**config.mk**
```make
export PLATFORM = sky130hd
export DESIGN_NAME = sump_cmd_decoder_flat
export DESIGN_NICKNAME = d
export VERILOG_FILES = /design/src/rtl/sump_cmd_decoder_pkg.sv /design/src/rtl/sump_cmd_decoder_if.sv /design/src/rtl/sump_cmd_decoder_edge_detect.sv /design/src/rtl/sump_cmd_decoder.sv /design/src/flat_wrapper.sv
export SDC_FILE = /design/constraint.sdc
export NUM_CORES = 1
export LEC_CHECK = 0
export CORE_UTILIZATION = 50
export DETAILED_ROUTE_END_ITERATION = 10
export PLACE_DENSITY_LB_ADDON = 0.1
export SLEW_MARGIN = 40
export SYNTH_ARGS = -nofsm -noshare
export SYNTH_HDL_FRONTEND = slang
export SYNTH_SLANG_ARGS = --single-unit
```
**constraint.sdc**
```tcl
create_clock -name clock -period 4.94 [get_ports clock]
set_clock_uncertainty 0.1 [all_clocks]
set_input_delay 0.988 -clock clock [delete_from_list [all_inputs] [get_ports clock]]
set_output_delay 0.988 -clock clock [all_outputs]
set_load 0.01 [all_outputs]
```
**src/rtl/sump_cmd_decoder_pkg.sv**
```systemverilog
// sump_cmd_pkg: opcode constants, FSM state type and stage limit shared by SUMP command consumers
package sump_cmd_pkg;
  localparam int MAX_STAGES = 4;
  localparam logic [7:0] OP_RESET     = 8'h00;
  localparam logic [7:0] OP_ARM       = 8'h01;
  localparam logic [7:0] OP_ID        = 8'h02;
  localparam logic [7:0] OP_META      = 8'h04;
  localparam logic [7:0] OP_FINISH    = 8'h06;
  localparam logic [7:0] OP_XON       = 8'h11;
  localparam logic [7:0] OP_XOFF      = 8'h13;
  localparam logic [7:0] OP_DIV       = 8'h80;
  localparam logic [7:0] OP_COUNT     = 8'h81;
  localparam logic [7:0] OP_FLAGS     = 8'h82;
  localparam logic [7:0] OP_TRIG_BASE = 8'hC0;
  typedef enum logic {IDLE, ARMED} state_t;
endpackage

```
**src/rtl/sump_cmd_decoder_if.sv**
```systemverilog
// sump_cmd_decoder_if: command word in, decoded configuration and strobes out
interface sump_cmd_decoder_if #(parameter int STAGES = 4);
  logic [39:0]       cmd;
  logic              execute;
  logic              captureDone;
  logic              softReset;
  logic              arm;
  logic              armed;
  logic              xoff;
  logic [23:0]       divider;
  logic [17:0]       readCount;
  logic [17:0]       delayCount;
  logic [15:0]       flags;
  logic              wrDivider;
  logic              wrCount;
  logic              wrFlags;
  logic [STAGES-1:0] wrTrigMask;
  logic [STAGES-1:0] wrTrigValue;
  logic [STAGES-1:0] wrTrigCfg;
  logic [31:0]       trigData;
  logic              badCmd;
  modport master (
    output cmd, execute, captureDone,
    input  softReset, arm, armed, xoff, divider, readCount, delayCount, flags,
           wrDivider, wrCount, wrFlags, wrTrigMask, wrTrigValue, wrTrigCfg, trigData, badCmd
  );
  modport slave (
    input  cmd, execute, captureDone,
    output softReset, arm, armed, xoff, divider, readCount, delayCount, flags,
           wrDivider, wrCount, wrFlags, wrTrigMask, wrTrigValue, wrTrigCfg, trigData, badCmd
  );
endinterface

```
**src/rtl/sump_cmd_decoder_edge_detect.sv**
```systemverilog
// cmd_edge_detect: registered rising-edge detector; after reset the level must be seen low before an edge counts
module cmd_edge_detect (
  input  logic clock,
  input  logic extReset_n,
  input  logic level,
  output logic rise
);
  logic level_d, primed;
  always_ff @(posedge clock or negedge extReset_n) begin
    if (!extReset_n) begin
      level_d <= 1'b0;
      primed  <= 1'b0;
    end else begin
      level_d <= level;
      primed  <= primed | ~level;
    end
  end
  assign rise = level & ~level_d & primed;
endmodule

```
**src/rtl/sump_cmd_decoder.sv**
```systemverilog
// sump_cmd_decoder: decodes SUMP commands into config registers, strobes and arm FSM
// Optional SUMP_RESET_COUNT_EN: softReset only on the 5th consecutive 0x00 command.
module sump_cmd_decoder
  import sump_cmd_pkg::*;
#(
  parameter int STAGES = MAX_STAGES
) (
  input  logic                clock,
  input  logic                extReset_n,
  sump_cmd_decoder_if.slave   cmd_bus
);
  logic              cmd_valid, do_reset, is_trig, known;
  logic [7:0]        opcode;
  logic [31:0]       opdata;
  logic [1:0]        stage, kind;
  logic [STAGES-1:0] stage_hot;
  state_t            state, state_nxt;
  cmd_edge_detect u_edge (
    .clock      (clock),
    .extReset_n (extReset_n),
    .level      (cmd_bus.execute),
    .rise       (cmd_valid)
  );
  assign opcode     = cmd_bus.cmd[7:0];
  assign opdata     = cmd_bus.cmd[39:8];
  assign stage      = opcode[3:2];
  assign kind       = opcode[1:0];
  assign stage_hot  = STAGES'(1) << stage;
  assign is_trig    = opcode[7:4] == OP_TRIG_BASE[7:4] && kind != 2'd3 && int'(stage) < STAGES;
  assign known      = is_trig || opcode inside {OP_RESET, OP_ARM, OP_ID, OP_META, OP_FINISH,
                                                OP_XON, OP_XOFF, OP_DIV, OP_COUNT, OP_FLAGS};
`ifdef SUMP_RESET_COUNT_EN
  logic [2:0] rst_cnt;
  always_ff @(posedge clock or negedge extReset_n) begin
    if (!extReset_n) rst_cnt <= '0;
    else if (cmd_valid) rst_cnt <= (opcode != OP_RESET || rst_cnt == 3'd4) ? 3'd0 : rst_cnt + 3'd1;
  end
  assign do_reset = cmd_valid && opcode == OP_RESET && rst_cnt == 3'd4;
`else
  assign do_reset = cmd_valid && opcode == OP_RESET;
`endif
  // A fresh arm beats a coincident captureDone
  assign state_nxt = (cmd_valid && opcode == OP_ARM) ? ARMED :
                     (do_reset || cmd_bus.captureDone) ? IDLE : state;
  always_ff @(posedge clock or negedge extReset_n) begin
    if (!extReset_n) begin
      state               <= IDLE;
      cmd_bus.armed       <= 1'b0;
      cmd_bus.softReset   <= 1'b0;
      cmd_bus.arm         <= 1'b0;
      cmd_bus.badCmd      <= 1'b0;
      cmd_bus.wrDivider   <= 1'b0;
      cmd_bus.wrCount     <= 1'b0;
      cmd_bus.wrFlags     <= 1'b0;
      cmd_bus.wrTrigMask  <= '0;
      cmd_bus.wrTrigValue <= '0;
      cmd_bus.wrTrigCfg   <= '0;
      cmd_bus.xoff        <= 1'b0;
      cmd_bus.divider     <= '0;
      cmd_bus.readCount   <= '0;
      cmd_bus.delayCount  <= '0;
      cmd_bus.flags       <= '0;
      cmd_bus.trigData    <= '0;
    end else begin
      state               <= state_nxt;
      cmd_bus.armed       <= state_nxt == ARMED;
      cmd_bus.softReset   <= do_reset;
      cmd_bus.arm         <= cmd_valid && opcode == OP_ARM;
      cmd_bus.badCmd      <= cmd_valid && !known;
      cmd_bus.wrDivider   <= cmd_valid && opcode == OP_DIV;
      cmd_bus.wrCount     <= cmd_valid && opcode == OP_COUNT;
      cmd_bus.wrFlags     <= cmd_valid && opcode == OP_FLAGS;
      cmd_bus.wrTrigMask  <= (cmd_valid && is_trig && kind == 2'd0) ? stage_hot : '0;
      cmd_bus.wrTrigValue <= (cmd_valid && is_trig && kind == 2'd1) ? stage_hot : '0;
      cmd_bus.wrTrigCfg   <= (cmd_valid && is_trig && kind == 2'd2) ? stage_hot : '0;
      if (do_reset) begin
        cmd_bus.xoff       <= 1'b0;
        cmd_bus.divider    <= '0;
        cmd_bus.readCount  <= '0;
        cmd_bus.delayCount <= '0;
        cmd_bus.flags      <= '0;
        cmd_bus.trigData   <= '0;
      end else if (cmd_valid) begin
        if (opcode == OP_XOFF) cmd_bus.xoff <= 1'b1;
        if (opcode == OP_XON) cmd_bus.xoff <= 1'b0;
        if (opcode == OP_DIV) cmd_bus.divider <= opdata[23:0];
        if (opcode == OP_COUNT) cmd_bus.readCount <= {opdata[15:0], 2'b00} + 18'd4;
        if (opcode == OP_COUNT) cmd_bus.delayCount <= {opdata[31:16], 2'b00} + 18'd4;
        if (opcode == OP_FLAGS) cmd_bus.flags <= opdata[15:0];
        if (is_trig) cmd_bus.trigData <= opdata;
      end
    end
  end
endmodule

```
**src/flat_wrapper.sv**
```systemverilog
// flat-port wrapper written by rule: the top's interface ports become plain ports
module sump_cmd_decoder_flat import sump_cmd_pkg::*;
#(
  parameter int STAGES = MAX_STAGES
)
  (clock, extReset_n, cmd_bus_cmd, cmd_bus_execute, cmd_bus_captureDone, cmd_bus_softReset, cmd_bus_arm, cmd_bus_armed, cmd_bus_xoff, cmd_bus_divider, cmd_bus_readCount, cmd_bus_delayCount, cmd_bus_flags, cmd_bus_wrDivider, cmd_bus_wrCount, cmd_bus_wrFlags, cmd_bus_wrTrigMask, cmd_bus_wrTrigValue, cmd_bus_wrTrigCfg, cmd_bus_trigData, cmd_bus_badCmd);
  sump_cmd_decoder_if #(.STAGES(STAGES)) cmd_bus_i ();
  input  logic clock;
  input  logic extReset_n;
  input wire logic [$bits(cmd_bus_i.cmd)-1:0] cmd_bus_cmd;
  input wire logic [$bits(cmd_bus_i.execute)-1:0] cmd_bus_execute;
  input wire logic [$bits(cmd_bus_i.captureDone)-1:0] cmd_bus_captureDone;
  output wire logic [$bits(cmd_bus_i.softReset)-1:0] cmd_bus_softReset;
  output wire logic [$bits(cmd_bus_i.arm)-1:0] cmd_bus_arm;
  output wire logic [$bits(cmd_bus_i.armed)-1:0] cmd_bus_armed;
  output wire logic [$bits(cmd_bus_i.xoff)-1:0] cmd_bus_xoff;
  output wire logic [$bits(cmd_bus_i.divider)-1:0] cmd_bus_divider;
  output wire logic [$bits(cmd_bus_i.readCount)-1:0] cmd_bus_readCount;
  output wire logic [$bits(cmd_bus_i.delayCount)-1:0] cmd_bus_delayCount;
  output wire logic [$bits(cmd_bus_i.flags)-1:0] cmd_bus_flags;
  output wire logic [$bits(cmd_bus_i.wrDivider)-1:0] cmd_bus_wrDivider;
  output wire logic [$bits(cmd_bus_i.wrCount)-1:0] cmd_bus_wrCount;
  output wire logic [$bits(cmd_bus_i.wrFlags)-1:0] cmd_bus_wrFlags;
  output wire logic [$bits(cmd_bus_i.wrTrigMask)-1:0] cmd_bus_wrTrigMask;
  output wire logic [$bits(cmd_bus_i.wrTrigValue)-1:0] cmd_bus_wrTrigValue;
  output wire logic [$bits(cmd_bus_i.wrTrigCfg)-1:0] cmd_bus_wrTrigCfg;
  output wire logic [$bits(cmd_bus_i.trigData)-1:0] cmd_bus_trigData;
  output wire logic [$bits(cmd_bus_i.badCmd)-1:0] cmd_bus_badCmd;
  assign cmd_bus_i.cmd = cmd_bus_cmd;
  assign cmd_bus_i.execute = cmd_bus_execute;
  assign cmd_bus_i.captureDone = cmd_bus_captureDone;
  assign cmd_bus_softReset = cmd_bus_i.softReset;
  assign cmd_bus_arm = cmd_bus_i.arm;
  assign cmd_bus_armed = cmd_bus_i.armed;
  assign cmd_bus_xoff = cmd_bus_i.xoff;
  assign cmd_bus_divider = cmd_bus_i.divider;
  assign cmd_bus_readCount = cmd_bus_i.readCount;
  assign cmd_bus_delayCount = cmd_bus_i.delayCount;
  assign cmd_bus_flags = cmd_bus_i.flags;
  assign cmd_bus_wrDivider = cmd_bus_i.wrDivider;
  assign cmd_bus_wrCount = cmd_bus_i.wrCount;
  assign cmd_bus_wrFlags = cmd_bus_i.wrFlags;
  assign cmd_bus_wrTrigMask = cmd_bus_i.wrTrigMask;
  assign cmd_bus_wrTrigValue = cmd_bus_i.wrTrigValue;
  assign cmd_bus_wrTrigCfg = cmd_bus_i.wrTrigCfg;
  assign cmd_bus_trigData = cmd_bus_i.trigData;
  assign cmd_bus_badCmd = cmd_bus_i.badCmd;
  sump_cmd_decoder #(.STAGES(STAGES)) u_core (.clock(clock), .extReset_n(extReset_n), .cmd_bus(cmd_bus_i));
endmodule
```
==> results of run 1 <==
[layer usage]
metal / wire [µm] / global-route usage [%] / part of all wire [%]
met3: 1140 / 5.11 / 7.5
met1: 6200 / 35.5 / 41
met4: 425 / 12.4 / 2.8
met5: 0 / 0 / 0
met2: 7410 / 46.3 / 49
[cell usage after synthesis (3+ instances only)]
| cell type | n | area share (%) |
|---|---|---|
| a21oi_1 | 18 | 1.6 |
| a22o_1 | 16 | 2.5 |
| a32o_1 | 3 | 0.54 |
| and3_1 | 6 | 0.68 |
| and4_1 | 3 | 0.48 |
| buf_1 | 3 | 0.20 |
| buf_2 | 18 | 1.6 |
| buf_4 | 5 | 0.68 |
| clkbuf_1 | 22 | 1.5 |
| dfrtp_1 | 126 | 57 |
| inv_1 | 10 | 0.68 |
| nand2_1 | 126 | 8.6 |
| nand2b_1 | 3 | 0.34 |
| nand3_1 | 56 | 5.1 |
| nand4_1 | 12 | 1.4 |
| nor2_1 | 8 | 0.54 |
| nor3_1 | 18 | 1.6 |
| nor4_1 | 12 | 1.4 |
| o21ai_0 | 53 | 4.8 |
| o21ai_1 | 4 | 0.36 |
| xnor2_1 | 22 | 3.5 |
| xor2_1 | 8 | 1.3 |
[flip-flops by register name (all words and copies together) (netlist names), 4 cells and up]
signal	cells
u_core.cmd_bus.trigData	32
u_core.cmd_bus.divider	24
u_core.cmd_bus.delayCount	16
u_core.cmd_bus.flags	16
u_core.cmd_bus.readCount	16
u_core.cmd_bus.wrTrigCfg	4
u_core.cmd_bus.wrTrigMask	4
u_core.cmd_bus.wrTrigValue	4
[power by group]
| group | internal, mW | total [mW] | switching (mW) |
|---|---|---|---|
| Clock | 0.713 | 1.17 | 0.460 |
| Combinational | 0.176 | 0.346 | 0.170 |
| Sequential | 1.09 | 1.13 | 0.0354 |
[tightest hold or removal path, stage by stage, from the launching register on]
cell     delay (ns)
dfrtp_1        0.33
nand2_1        0.05
o21ai_0        0.06
[cell type report]
class	instances	share of cell area, %
well taps	140	2.25
multi-input cells	388	27.3
repair buffers	172	22.2
flip-flops and latches	126	40.5
inverters	10	0.483
clock buffers	17	5.33
clock inverters	14	1.90
[how the worst max path moves through the flow]
stage / startpoint / endpoint / slack (ns) / cells past startpoint
2_1_floorplan: cmd_bus_cmd[5] / u_core.cmd_bus.trigData[10]$_DFFE_PN0P_ / 2.70 / 6
3_3_place_gp: cmd_bus_cmd[7] / u_core.cmd_bus.readCount[3]$_DFFE_PN0P_ / 1.25 / 4
3_5_place_dp: cmd_bus_cmd[7] / u_core.cmd_bus.wrTrigMask[1]$_DFF_PN0_ / 1.20 / 4
4_1_cts: cmd_bus_cmd[7] / u_core.cmd_bus.wrTrigMask[2]$_DFF_PN0_ / 1.76 / 4
5_1_grt: cmd_bus_cmd[0] / u_core.cmd_bus.divider[11]$_DFFE_PN0P_ / 1.74 / 5
6_report: cmd_bus_cmd[7] / u_core.cmd_bus.flags[11]$_DFFE_PN0P_ / 1.93 / 5
[per-stage QoR]
| stage | power [mW] | utilization (%) |
|---|---|---|
| final | 2.65 | 72.0 |
| after global routing | 2.74 | 72.0 |
| after detailed placement | 1.49 | 66.8 |
| after floorplan | 1.27 | - |
| after global placement | 1.48 | 66.7 |
| after CTS | 2.66 | 72.0 |
[logic make-up after synthesis]
logic type | Yosys count
compound gates | 96
xor+xnor | 30
fa+ha+maj | 2
buf+inv | 60
flops | 126
mux | 2
other cells | 1
simple gates | 254
==> reports/metrics.csv, run 1 <==
stage,metric,value,unit
logic_synthesis,top_reg_cell synth,dfrtp_1,
min_path,WHS Endpoint,u_core.cmd_bus.divider[0]$_DFFE_PN0P_,
worst_setup_path,reg-to-reg setup timing slack,2.71,ns
logic_synthesis,Compound-Gate Fraction of Synth Area,10.1,%
logic_synthesis,Post-Synth XOR/XNOR Area,4.75,%
clocking,CTS tree,built,
die,Die H,107,µm
sta,worst hold margin,0.380,ns
clocking,"CTS clk-pin slew, worst paths",0.06,ns
placed_design,dpl ws,1.20,ns
sta,RSZ-0062 raised after global routing,no,
clocking,"Hold-fix buffers, CTS",0,
final_layout,multi-input logic area,0.00213,mm²
sta,max frequency,333,MHz
routing,drt wl/cell,17.5,µm
final_layout,"commonest non-fill, non-tap cell in the layout",clkdlybuf4s50_1,
worst_setup_path,worst reg2reg path startpoint,u_core.u_edge.level_d$_DFF_PN0_,
min_path,worst min path class,flop to flop,
flow_run,number of max-cap violations,0,
worst_setup_path,r2r endpoint,u_core.cmd_bus.divider[11]$_DFFE_PN0P_,
final_layout,register area,0.00315,mm²
logic_synthesis,Synth Area in Simple Gates,21.9,%
placed_design,Final HPWL DP,10300,µm
final_layout,diodes inserted,0,
sta,Final min period,3.01,ns
power_and_ir_drop,pwr dens,340,mW/mm²
logic_synthesis,Synth Area in Adders,0.453,%
clocking,Num CTS Buffers,17,
global_routing,vias in the first global route,4842,
die,# rows,38,
worst_setup_path,Setup CP Type,input port to flop,
placed_design,gpl congestion,0.830,
routing,vias,4836,
clocking,H-tree levels,4,
global_routing,GR Overflow Total,0,
final_layout,nets,761,
sta,final max-slew violation count,0,
clocking,Sink Count,126,
placed_design,dpl cells,836,
die,core area,0.0108,mm²
worst_setup_path,critical path's largest stage delay,0.97,ns
sta,Worst Slack Setup Final,1.93,ns
die,Starting Density,51.2,%
worst_setup_path,CP endpoint kind,flop,
sta,setup tns final,0,ns
worst_setup_path,startpoint types,input port,
placed_design,Port Buf Inserts,167,
clocking,"Setup Fix Bufs, Post-CTS",0,
die,total die area,0.0115,mm²
routing,drt total wl,15200,µm
clocking,later-pin clock latency in the skew report,0.51,ns
logic_synthesis,Syn Std Cell Area,0.00553,mm²
die,I/O pins,172,
min_path,hold depth,2,
global_routing,largest net degree at the start of global routing,83,
power_and_ir_drop,VDD IR max,0.213,mV
logic_synthesis,post-synth cell types,38,
worst_setup_path,R2R depth,4,
worst_setup_path,Worst Path Arrival,3.31,ns
final_layout,"Cell Count, Final, Fillers Out",867,
worst_setup_path,crit path max fanout,20,
logic_synthesis,"FFs w/ async S/R, synth",100,%
clocking,largest buffer count on any clock path,2,
run_status,status,completed,
final_layout,Layout area overhead,40.7,%
logic_synthesis,mux cell area share after synthesis,0.385,%
global_routing,global-route wire length before repair,24500,µm
clocking,Root Buffer,clkbuf_8,
sta,Hold Fails Final Rpt,0,
final_layout,"commonest cells after routing, fill and taps aside","166 x clkdlybuf4s50_1, 126 x nand2_1, 126 x dfrtp_1",
global_routing,All-Layer GR Usage,27.8,%
logic_synthesis,"Seq/Total Area, Yosys",57.0,%
logic_synthesis,Yosys reg bits,126,
worst_setup_path,Worst Path Buf+Inv,2,
worst_setup_path,crit-path cells,"clkdlybuf4s50_1, buf_4, xnor2_1, nand3b_1, a22o_1",
global_routing,initial antenna violation count,0,
logic_synthesis,largest family of logic cells by synthesized area,simple AND/OR/NAND/NOR gates,
logic_synthesis,yosys warns,0,
placed_design,Placed Area,0.00721,mm²
routing,DR iter-0 viols,304,
logic_synthesis,Post-synth EDFFs,0,
final_layout,fillers,801,
clocking,Post-CTS Resized,0,
min_path,HP Start,u_core.cmd_bus.divider[0]$_DFFE_PN0P_,
sta,final period utilization,60.9,%
routing,TritonRoute pass-1 iters,5,
routing,# DRC,0,
logic_synthesis,Syn Area/Cell,9.68,µm²
routing,Post-DRT Antenna Nets,0,
sta,Finish-stage setup viols,0,
die,die width,107,µm
final_layout,fin area,0.00778,mm²
power_and_ir_drop,total leakage power,3.33,nW
final_layout,layout cells sized above 1,6.19,%
sta,relative slew slack,47.0,%
logic_synthesis,Mapped Cells,571,
worst_setup_path,Required @ worst endpoint,5.24,ns
routing,DR vias/cell,5.58,
sta,measured slew at the worst slew-check pin,0.792,ns
worst_setup_path,Worst path slowest cell,clkdlybuf4s50_1,
worst_setup_path,family with the most delay on the worst path,buffers and inverters,
No activity file was read; power rests on OpenSTA's default activity.
==> run 2, diff against run 1 <==
Settings changed: CORE_UTILIZATION 50 to 42.
Clock period 4.94 ns to 2.45 ns, I/O delays scaled along.
==> reports/metrics.csv, run 2 (same netlist as run 1, synthesis figures left out) <==
stage,metric,value,unit
clocking,Root Buffer,clkbuf_16,
power_and_ir_drop,Net Switching,1.28,mW
flow_run,number of max-cap violations,0,
worst_setup_path,Required @ worst endpoint,2.64,ns
placed_design,Port Buf Inserts,167,
worst_setup_path,critical path's largest stage delay,0.50,ns
worst_setup_path,crit-path cells,"clkdlybuf4s50_1, nor4_4, buf_4, and2_4, and3_1, buf_4, a21oi_1",
global_routing,GR Overflow Total,0,
clocking,Sink Count,126,
routing,# DRC,0,
routing,TritonRoute pass-1 iters,6,
global_routing,largest net degree at the start of global routing,56,
routing,uppermost routed layer,met4,
sta,RSZ-0062 raised after global routing,no,
sta,Final min period,2.03,ns
worst_setup_path,Worst Path Buf+Inv,3,
power_and_ir_drop,VDD IR max,0.360,mV
final_layout,final core occ,64.2,%
sta,setup tns final,0,ns
final_layout,Reg with most FFs,u_core.cmd_bus.trigData,
die,Die H,117,µm
worst_setup_path,startpoint types,input port,
die,I/O pins,172,
placed_design,Final HPWL DP,11500,µm
sta,Finish-stage setup viols,0,
routing,met2 WL,7930,µm
global_routing,vias in the first global route,5132,
power_and_ir_drop,total leakage power,3.58,nW
worst_setup_path,Worst path slowest cell,clkdlybuf4s50_1,
die,# rows,41,
power_and_ir_drop,Logic pwr share,13.8,%
global_routing,initial antenna violation count,0,
worst_setup_path,reg-to-reg setup timing slack,0.77,ns
global_routing,global-route wire length before repair,26200,µm
final_layout,layout cells sized above 1,10.5,%
worst_setup_path,Critical Path End,u_core.cmd_bus.trigData[2]$_DFFE_PN0P_,
sta,max frequency,493,MHz
clocking,Post-CTS Resized,0,
min_path,hold depth,2,
final_layout,diodes inserted,0,
min_path,HP Start,cmd_bus_cmd[7],
final_layout,"commonest non-fill, non-tap cell in the layout",clkdlybuf4s50_1,
die,Starting Density,43.5,%
worst_setup_path,CP endpoint kind,flop,
global_routing,All-Layer GR Usage,25.7,%
final_layout,max reg flops,32,
die,die width,117,µm
power_and_ir_drop,pwr dens,657,mW/mm²
routing,DR vias/cell,5.28,
worst_setup_path,R2R depth,5,
placed_design,gpl congestion,0.889,
final_layout,fin area,0.00817,mm²
clocking,later-pin clock latency in the skew report,0.40,ns
clocking,CTS tree,built,
die,core area,0.0127,mm²
routing,Post-DRT Antenna Nets,0,
worst_setup_path,family with the most delay on the worst path,buffers and inverters,
clocking,H-tree levels,4,
final_layout,Layout area overhead,47.8,%
worst_setup_path,worst reg2reg path startpoint,u_core.u_edge.level_d$_DFF_PN0_,
routing,drt wl/cell,17.4,µm
final_layout,nets,802,
placed_design,Placed Area,0.00760,mm²
min_path,worst min path class,input port to flop,
final_layout,Largest regs,"u_core.cmd_bus.trigData: 32 flops, u_core.cmd_bus.divider: 24 flops",
routing,WL met3,1180,µm
worst_setup_path,most frequent CP cell,buf_4,
sta,Hold Fails Final Rpt,0,
run_status,status,completed,
worst_setup_path,Critical Path Stages,7,
sta,final period utilization,82.8,%
placed_design,dpl cells,908,
die,total die area,0.0136,mm²
power_and_ir_drop,part of the power in the clock network,43.7,%
clocking,largest buffer count on any clock path,2,
worst_setup_path,Worst Path Arrival,2.22,ns
worst_setup_path,crit path max fanout,10,
power_and_ir_drop,sw frac,23.8,%
worst_setup_path,r2r endpoint,u_core.cmd_bus.readCount[9]$_DFFE_PN0P_,
routing,drt total wl,16400,µm
clocking,"CTS clk-pin slew, worst paths",0.05,ns
final_layout,"Cell Count, Final, Fillers Out",940,
routing,vias,4963,
power_and_ir_drop,Flop pwr share,42.4,%
worst_setup_path,Worst setup startpoint,cmd_bus_cmd[5],
clocking,Num CTS Buffers,17,
sta,final max-slew violation count,0,
worst_setup_path,Setup CP Type,input port to flop,
final_layout,"commonest cells after routing, fill and taps aside","165 x clkdlybuf4s50_1, 126 x nand2_1, 126 x dfrtp_1",
power_and_ir_drop,Pint,4.08,mW
routing,DR iter-0 viols,326,
routing,met1 wire length,6990,µm
[run 2: changes by cell type in the layout (fill, tap and decap cells not counted), moves of 2 or more]
cell / previous run / this run
buf_12: 1 / 7
buf_4: 4 / 38
clkbuf_1: 0 / 4
clkbuf_8: 1 / 4
clkinv_4: 4 / 1
clkinvlp_4: 5 / 0
nand3_4: 2 / 0
[run 2: per-layer routing]
layer	vias to the layer above	track usage (%)
met3	27	7.16
met5	-	0
met1	2426	32.2
li1	2325	-
met4	0	8.86
met2	185	42.6
[run 2: worst min-delay path by stage]
stage                                                   end  slack [ns]
finish                         u_core.cmd_bus.arm$_DFF_PN0_        0.27
global route                   u_core.cmd_bus.arm$_DFF_PN0_        0.24
CTS                            u_core.cmd_bus.arm$_DFF_PN0_        0.24
detailed placement  u_core.cmd_bus.trigData[21]$_DFFE_PN0P_        0.34
global placement         u_core.cmd_bus.softReset$_DFF_PN0_        0.33
floorplan                      u_core.cmd_bus.arm$_DFF_PN0_        0.09
[run 2: area by class of cell]
type | instances | area [µm²]
inverters | 10 | 37.5
repair buffers | 213 | 2100
well taps | 172 | 215
fillers | 1088 | 4550
flip-flops and latches | 126 | 3150
clock buffers | 25 | 495
multi-input cells | 388 | 2110
clock inverters | 6 | 58.8
[run 2: power by group through the flow]
stage | Sequential, mW | Combinational, mW | Clock, mW
after floorplan | 2.36 | 0.209 | 0
after global placement | 2.31 | 0.732 | 0
after detailed placement | 2.31 | 0.743 | 0
after CTS | 2.28 | 0.749 | 2.38
after global routing | 2.29 | 0.812 | 2.49
final | 2.28 | 0.743 | 2.34
[run 2: metrics by stage]
| step | hold WS, ns | total power [mW] | setup slack [ns] |
|---|---|---|---|
| 3_5_place_dp | 0.340 | 3.05 | 0.0462 |
| 4_1_cts | 0.243 | 5.41 | 0.458 |
| 5_1_grt | 0.245 | 5.59 | 0.336 |
| 2_1_floorplan | 0.0944 | 2.57 | 0.711 |
| 6_report | 0.265 | 5.36 | 0.420 |
| 3_3_place_gp | 0.333 | 3.04 | 0.0934 |
[run 2: repair_timing]
action	4_1_cts	5_1_grt
hold endpoints to repair	43	0
setup buffers	0	0
hold buffers	1	0
==> run 3, diff against run 2 <==
Clock period 2.45 ns to 1.8 ns, I/O delays scaled along.
==> reports/metrics.csv, run 3 (same netlist as run 1, synthesis figures left out) <==
stage,metric,value,unit
power_and_ir_drop,VDD IR max,0.459,mV
worst_setup_path,Required @ worst endpoint,1.34,ns
final_layout,Reg with most FFs,u_core.cmd_bus.trigData,
placed_design,dpl cells,961,
global_routing,global-route wire length before repair,27100,µm
placed_design,Placed Area,0.00799,mm²
clocking,Num CTS Buffers,17,
die,Starting Density,43.5,%
final_layout,nets,858,
die,total die area,0.0136,mm²
routing,Post-DRT Antenna Nets,0,
sta,setup tns final,0,ns
final_layout,max reg flops,32,
final_layout,"Cell Count, Final, Fillers Out",995,
sta,final period utilization,98.7,%
clocking,largest buffer count on any clock path,2,
clocking,H-tree levels,4,
sta,Final min period,1.78,ns
die,I/O pins,172,
worst_setup_path,Setup CP Type,flop to output pin,
worst_setup_path,family with the most delay on the worst path,buffers and inverters,
global_routing,vias in the first global route,5269,
clocking,Sink Count,126,
global_routing,All-Layer GR Usage,26.8,%
clocking,Root Buffer,clkbuf_16,
placed_design,gpl congestion,0.885,
sta,Worst Slack Setup Final,0.0235,ns
global_routing,largest net degree at the start of global routing,49,
power_and_ir_drop,Final Power,7.38,mW
final_layout,layout cells sized above 1,17.3,%
run_status,status,completed,
final_layout,Largest regs,"u_core.cmd_bus.trigData: 32 flops, u_core.cmd_bus.divider: 24 flops",
worst_setup_path,critical path's largest stage delay,0.54,ns
worst_setup_path,reg-to-reg setup timing slack,0.15,ns
worst_setup_path,worst reg2reg path startpoint,u_core.u_edge.level_d$_DFF_PN0_,
sta,Hold Fails Final Rpt,0,
power_and_ir_drop,total leakage power,4.97,nW
clocking,later-pin clock latency in the skew report,0.42,ns
final_layout,"commonest cells after routing, fill and taps aside","126 x nand2_1, 126 x dfrtp_1, 94 x buf_4",
flow_run,number of max-cap violations,0,
clocking,CTS tree,built,
sta,Finish-stage setup viols,0,
sta,final max-slew violation count,0,
worst_setup_path,Worst setup startpoint,u_core.cmd_bus.delayCount[10]$_DFFE_PN0P_,
final_layout,diodes inserted,0,
worst_setup_path,r2r endpoint,u_core.cmd_bus.delayCount[14]$_DFFE_PN0P_,
routing,DR iter-0 viols,404,
die,core area,0.0127,mm²
routing,# DRC,0,
sta,max frequency,563,MHz
final_layout,fin area,0.00871,mm²
routing,drt wl/cell,17.7,µm
placed_design,dpl ws,-0.443,ns
worst_setup_path,crit path max fanout,2,
worst_setup_path,Worst Path Arrival,1.32,ns
global_routing,initial antenna violation count,0,
placed_design,Port Buf Inserts,167,
placed_design,Final HPWL DP,12000,µm
routing,vias,5212,
worst_setup_path,CP endpoint kind,output pin,
routing,drt total wl,17600,µm
clocking,"CTS clk-pin slew, worst paths",0.05,ns
worst_setup_path,Worst Path Buf+Inv,1,
power_and_ir_drop,pwr dens,848,mW/mm²
worst_setup_path,Critical Path End,cmd_bus_delayCount[10],
global_routing,GR Overflow Total,0,
die,die width,117,µm
min_path,worst min path class,input port to flop,
worst_setup_path,Worst path slowest cell,clkdlybuf4s50_1,
worst_setup_path,startpoint types,flop,
worst_setup_path,crit-path cells,clkdlybuf4s50_1,
worst_setup_path,R2R depth,6,
final_layout,Layout area overhead,57.6,%
routing,TritonRoute pass-1 iters,5,
die,# rows,41,
die,Die H,117,µm
worst_setup_path,Critical Path Stages,1,
routing,DR vias/cell,5.24,
-- run 3: worst min path at each step --
stage | from | to | slack [ns] | cells past startpoint
5_1_grt | cmd_bus_cmd[7] | u_core.cmd_bus.arm$_DFF_PN0_ | 0.12 | 2
3_3_place_gp | extReset_n | u_core.cmd_bus.softReset$_DFF_PN0_ | 0.19 | 1
2_1_floorplan | extReset_n | u_core.cmd_bus.arm$_DFF_PN0_ | -0.04 | 0
4_1_cts | cmd_bus_cmd[7] | u_core.cmd_bus.arm$_DFF_PN0_ | 0.11 | 2
6_report | cmd_bus_cmd[7] | u_core.cmd_bus.arm$_DFF_PN0_ | 0.13 | 2
3_5_place_dp | extReset_n | u_core.cmd_bus.softReset$_DFF_PN0_ | 0.19 | 1
-- run 3: layer usage --
metal / vias to the layer above / routed length (µm) / global-route usage [%]
met5: - / 0 / 0
met4: 0 / 415 / 11.0
met3: 36 / 1270 / 7.47
met2: 218 / 8650 / 43.4
met1: 2524 / 7280 / 33.9
li1: 2434 / - / -
-- run 3: timing repair --
action | 4_1_cts | 5_1_grt
pin swaps | 1 | 1
endpoints found under the setup margin | 45 | 150
endpoints found under the hold margin | 34 | 0
hold buffers | 1 | 0
gates cloned | 0 | 1
setup buffers | 1 | 1
gates resized for setup | 37 | 65
-- run 3: area by class of cell --
type | count | area (µm²)
Clock buffer | 25 | 495
Clock inverter | 5 | 56.3
Multi-Input combinational cell | 388 | 2120
Timing Repair Buffer | 269 | 2630
Tap cell | 172 | 215
Inverter | 10 | 37.5
Sequential cell | 126 | 3150
Fill cell | 1035 | 4010
-- run 3: report_power, final --
group	switching, mW	internal, mW	leakage [nW]	total [mW]
clock	1.22	2.03	0.270	3.25
combinational	0.505	0.538	2.99	1.04
sequential	0.0944	3.00	1.71	3.09
total	1.82	5.57	4.97	7.38
-- run 3: per-stage QoR --
| stage | hold slack [ns] | utilization, % |
|---|---|---|
| floorplan | -0.0356 | - |
| global placement | 0.187 | 62.8 |
| detailed placement | 0.192 | 62.8 |
| CTS | 0.114 | 66.9 |
| global route | 0.125 | 68.5 |
| finish | 0.132 | 68.5 |
